### src/rtl/sync_fifo_param.sv
// rtl/sync_fifo_param.sv - parameterised single-clock FIFO with registered or first-word-fall-through read
module sync_fifo_param #(
  parameter int DATA_W   = 8,
  parameter int DEPTH    = 8,
  parameter int AF_LEVEL = DEPTH - 2,
  parameter int AE_LEVEL = 2,
  parameter int FWFT     = 0
) (
  input  logic                       clk,
  input  logic                       reset,
  input  logic                       write_en,
  input  logic                       read_en,
  input  logic [DATA_W-1:0]          data_in,
  input  logic                       clr_err,
  output logic [DATA_W-1:0]          out,
  output logic                       out_valid,
  output logic                       full,
  output logic                       empty,
  output logic                       almost_full,
  output logic                       almost_empty,
  output logic [$clog2(DEPTH):0]     count,
  output logic                       overflow,
  output logic                       underflow
);

  localparam int AW = $clog2(DEPTH);
  localparam logic [AW:0] C_AF = (AW+1)'(AF_LEVEL);
  localparam logic [AW:0] C_AE = (AW+1)'(AE_LEVEL);

  logic [DATA_W-1:0] r_mem [DEPTH];
  logic [AW:0]       r_wptr;
  logic [AW:0]       r_rptr;
  logic [DATA_W-1:0] r_out;
  logic              r_ovf;
  logic              r_udf;

  logic              w_full;
  logic              w_empty;
  logic              w_wr_acc;
  logic              w_rd_acc;
  logic [AW:0]       w_count;
  logic [DATA_W-1:0] w_head;

  // Pointers carry one extra wrap bit so full and empty are distinguishable.
  assign w_empty  = (r_wptr == r_rptr);
  assign w_full   = (r_wptr[AW] != r_rptr[AW]) && (r_wptr[AW-1:0] == r_rptr[AW-1:0]);
  assign w_count  = r_wptr - r_rptr;
  assign w_wr_acc = write_en && !w_full;
  assign w_rd_acc = read_en && !w_empty;
  assign w_head   = r_mem[r_rptr[AW-1:0]];

  assign full         = w_full;
  assign empty        = w_empty;
  assign count        = w_count;
  assign almost_full  = (w_count >= C_AF);
  assign almost_empty = (w_count <= C_AE);
  assign overflow     = r_ovf;
  assign underflow    = r_udf;

  always_ff @(posedge clk) begin
    if (!reset && w_wr_acc) begin
      r_mem[r_wptr[AW-1:0]] <= data_in;
    end
  end

  always_ff @(posedge clk) begin
    if (reset) begin
      r_wptr <= '0;
      r_rptr <= '0;
    end else begin
      if (w_wr_acc) begin
        r_wptr <= r_wptr + 1'b1;
      end
      if (w_rd_acc) begin
        r_rptr <= r_rptr + 1'b1;
      end
    end
  end

  // A fresh error on the same edge outranks clr_err.
  always_ff @(posedge clk) begin
    if (reset) begin
      r_ovf <= 1'b0;
      r_udf <= 1'b0;
    end else begin
      if (write_en && w_full) begin
        r_ovf <= 1'b1;
      end else if (clr_err) begin
        r_ovf <= 1'b0;
      end
      if (read_en && w_empty) begin
        r_udf <= 1'b1;
      end else if (clr_err) begin
        r_udf <= 1'b0;
      end
    end
  end

  always_ff @(posedge clk) begin
    if (reset) begin
      r_out <= '0;
    end else if (w_rd_acc) begin
      r_out <= w_head;
    end
  end

  generate
    if (FWFT != 0) begin : g_fwft
      // Head word is shown while occupied; last popped word is held when empty.
      assign out       = w_empty ? r_out : w_head;
      assign out_valid = !w_empty;
    end else begin : g_reg
      logic r_out_valid;
      always_ff @(posedge clk) begin
        if (reset) begin
          r_out_valid <= 1'b0;
        end else begin
          r_out_valid <= w_rd_acc;
        end
      end
      assign out       = r_out;
      assign out_valid = r_out_valid;
    end
  endgenerate

endmodule

### config.mk
export PLATFORM = sky130hd
export DESIGN_NAME = sync_fifo_param
export DESIGN_NICKNAME = d
export VERILOG_FILES = /design/src/rtl/sync_fifo_param.sv
export SDC_FILE = /design/constraint.sdc
export NUM_CORES = 1
export LEC_CHECK = 0
export ABC_AREA = 1
export CAP_MARGIN = 10
export CELL_PAD_IN_SITES_DETAIL_PLACEMENT = 1
export CELL_PAD_IN_SITES_GLOBAL_PLACEMENT = 1
export CORE_MARGIN = 4
export CORE_UTILIZATION = 40
export DETAILED_ROUTE_END_ITERATION = 10
export GPL_ROUTABILITY_DRIVEN = 0
export GPL_TIMING_DRIVEN = 0
export PLACE_DENSITY_LB_ADDON = 0.1
export SETUP_SLACK_MARGIN = 0.4
export SYNTH_ARGS = -nofsm -noshare
export SYNTH_HDL_FRONTEND = slang
export SYNTH_SLANG_ARGS = --single-unit
### constraint.sdc
create_clock -name clk -period 4.7 [get_ports clk]
set_input_delay 0.47 -clock clk [delete_from_list [all_inputs] [get_ports clk]]
set_output_delay 0.47 -clock clk [all_outputs]
set_load 0.02 [all_outputs]
==> flow_summary_export.csv <==
group,metric,value,unit
clocking,postCtsSetupBuffers,0,
synthesis,syn-cell-area,3740,sq um
die,io_pins,32,
min_path,hp-class,"primary input to register",
clocking,cts.hold.buffers_added,0,
final_layout,fillers,1065,
critical_path,crit_top_cell,"nand2_1",
sta,slew_viol_final,0,
sta,timing.final.crit_share,69.6,%
die,chipWidth,105,um
routing,viasPerCell,4.89,
power,powerDensity,419,nW/um^2
global_route,grt_usage,17.9,%
final_layout,antennaDiodeCount,0,
sta,setup_tns,0,ps
final_layout,regArea,2300,sq um
sta,period_minus_slack,3270,ps
routing,drcViolationCount,0,
clocking,cts_tree,"yes",
critical_path,critPathLaunchType,"register",
routing,firstDrtPassIters,4,
die,die_area,11000,sq um
min_path,holdCritStartpoint,"reset",
sta,setup_violations,0,
die,rows,35,
routing,ant_nets,0,
critical_path,worstSetupPathType,"register to output pin",
place,port-buffer-count,30,
clocking,cts_max_path_buffers,2,
global_route,grt_overflow,0,
sta,worst_pin_slew,1010,ps
global_route,first_global_vias,2725,
clocking,insertion_delay,350,ps
synthesis,synth_top_area_share,51.4,%
final_layout,fin_nets,441,
critical_path,slowest_stage,"clkdlybuf4s50_1",
die,initial_core_util,40.8,%
power,power.leakage,1.83,nW
synthesis,synth.largest_area_cell,"edfxtp_1",
synthesis,seq_area_frac_synth,61.6,%
synthesis,synth_fp_nets,399,
critical_path,max_stage_delay,610,ps
sta,rsz0062_at_grt,"false",
synthesis,ys.warnings.count,0,
clocking,numCtsBuffers,9,
final_layout,drive_gt1_share,12.6,%
clocking,clock-root-buffer,"clkbuf_8",
synthesis,async_flop_share,0,%
routing,drt_iter0_drc,115,
synthesis,synthCells,380,
synthesis,synth_edf_count,64,
critical_path,timing.rr.start,"r_rptr[1]",
critical_path,cp-startpoint,"r_rptr[1]",
critical_path,critPathRequiredTime,4230,ps
sta,clock_skew,12.0,ps
global_route,grt_max_degree,15,
outcome,status,"completed",
synthesis,synth_area_per_cell,9.84,sq um
routing,drt-total-wl,9270,um
routing,drt-wirelength-per-cell,17.2,um
final_layout,design_area,4420,sq um
place,hpwl,6480,um
power,p_total,1.85,mW
sta,whs,467,ps
die,coreArea,9150,sq um
clocking,cts.sinks,83,
critical_path,crit_chain,"buf_2 -> inv_2 -> buf_4 -> ha_1 -> nand2_1 -> o21ai_0 -> or2_1 -> nand2_1 -> nor2_1 -> clkdlybuf4s50_1",
sta,slew_headroom,32.5,%
synthesis,synth-main-ff-cell,"edfxtp_1",
critical_path,cp-end-kind,"output pin",
synthesis,ys_ff_latch,83,
critical_path,worst-path-max-fanout,10,
synthesis,synth_common_cells,"nand2_1, edfxtp_1, inv_1, nand3_1, dfxtp_1",
place,dp.cells,522,
flow_run,cap_violations,0,
synthesis,yosysMostFrequentCell,"nand2_1",
final_layout,multi_input_area,1090,sq um
global_route,grt_pass1_wl,14800,um
final_layout,fin_cells,538,
place,place_area,4200,sq um
clocking,path_clk_slew,90,ps
critical_path,worst_ep_arrival_time,2800,ps
die,die_h,105,um
clocking,postCtsResizedCells,0,
synthesis,synth.area.top_cells,"edfxtp_1, nand2_1, dfxtp_1",
routing,num_vias,2629,
power,ir_drop,0.203,mV
sta,finalHoldViolCount,0,
global_route,antenna_found_initial,0,
clocking,htree_levels,3,
final_layout,area_delta_synth_final,18.1,%
synthesis,synth_cell_types,28,
sta,fmax,306,MHz
-- cells by family after synthesis --
group / share of synthesized area, %
compound gates: 4.35
xor+xnor: 0.937
fa+ha+maj: 2.21
simple gates: 21.5
buf+inv: 9.47
flops: 61.6
-- cell type report --
cell class | instances | area share, %
buffer | 14 | 2.21
clock buffer | 12 | 3.29
clock inverter | 4 | 1.70
inverter | 67 | 5.81
multi-input combinational | 216 | 24.7
sequential | 83 | 52.1
tap | 111 | 3.15
timing repair buffer | 31 | 6.97
-- final timing paths --
| path | end | slack [ps] | cells after the start |
|---|---|---|---|
| setup / recovery | almost_empty | 1430 | 10 |
| hold / removal | underflow | 470 | 2 |
| setup reg to reg | r_mem[3][5] | 1690 | 10 |
| hold reg to reg | out[7] | 470 | 2 |
-- layer usage --
metal	part of all wire [%]	GRT usage, %	vias to the layer above
met5	0	0	-
met4	1.0	5.81	0
met3	3.7	3.09	8
met2	50	30.0	44
met1	46	23.8	1266
li1	-	-	1311
-- state kept, by name, indices dropped and copies added (netlist names) --
signal     count
out_valid      1
r_rptr         4
underflow      1
out            8
r_wptr         4
r_mem         64
overflow       1
-- worst max-delay path: cells and delay by family, from the launching register on --
family	cells	cell delay (ps)
AO/OA/AOI/OAI	1	190
adder cells (fa/ha/maj)	1	320
AND/OR/NAND/NOR	4	350
flip-flops	1	380
buffers and inverters	4	1230
-- layout by cell type, fill, tap and decap left out, drive strengths merged, types with 5 or more instances in the layout --
cell type / Yosys / layout
nand2: 114 / 114
inv: 65 / 65
edfxtp: 64 / 64
nand3: 53 / 53
clkdlybuf4s50: 0 / 30
dfxtp: 19 / 19
a21oi: 18 / 18
buf: 13 / 14
clkbuf: 1 / 13
nor2: 9 / 9
o21ai: 7 / 7
ha: 5 / 5
-- metrics by stage --
step / utilization, % / setup WS (ps)
floorplan: - / 2280
CTS: 48.2 / 1370
global route: 48.2 / 1160
detailed placement: 45.8 / 1710
global placement: 45.6 / 1170
finish: 48.2 / 1430
-- where the power goes --
part | total [mW] | internal [mW] | switching, mW
sequential | 0.832 | 0.816 | 0.0157
combinational | 0.457 | 0.176 | 0.281
clock | 0.561 | 0.314 | 0.247
(Power assumes the default switching activity.)
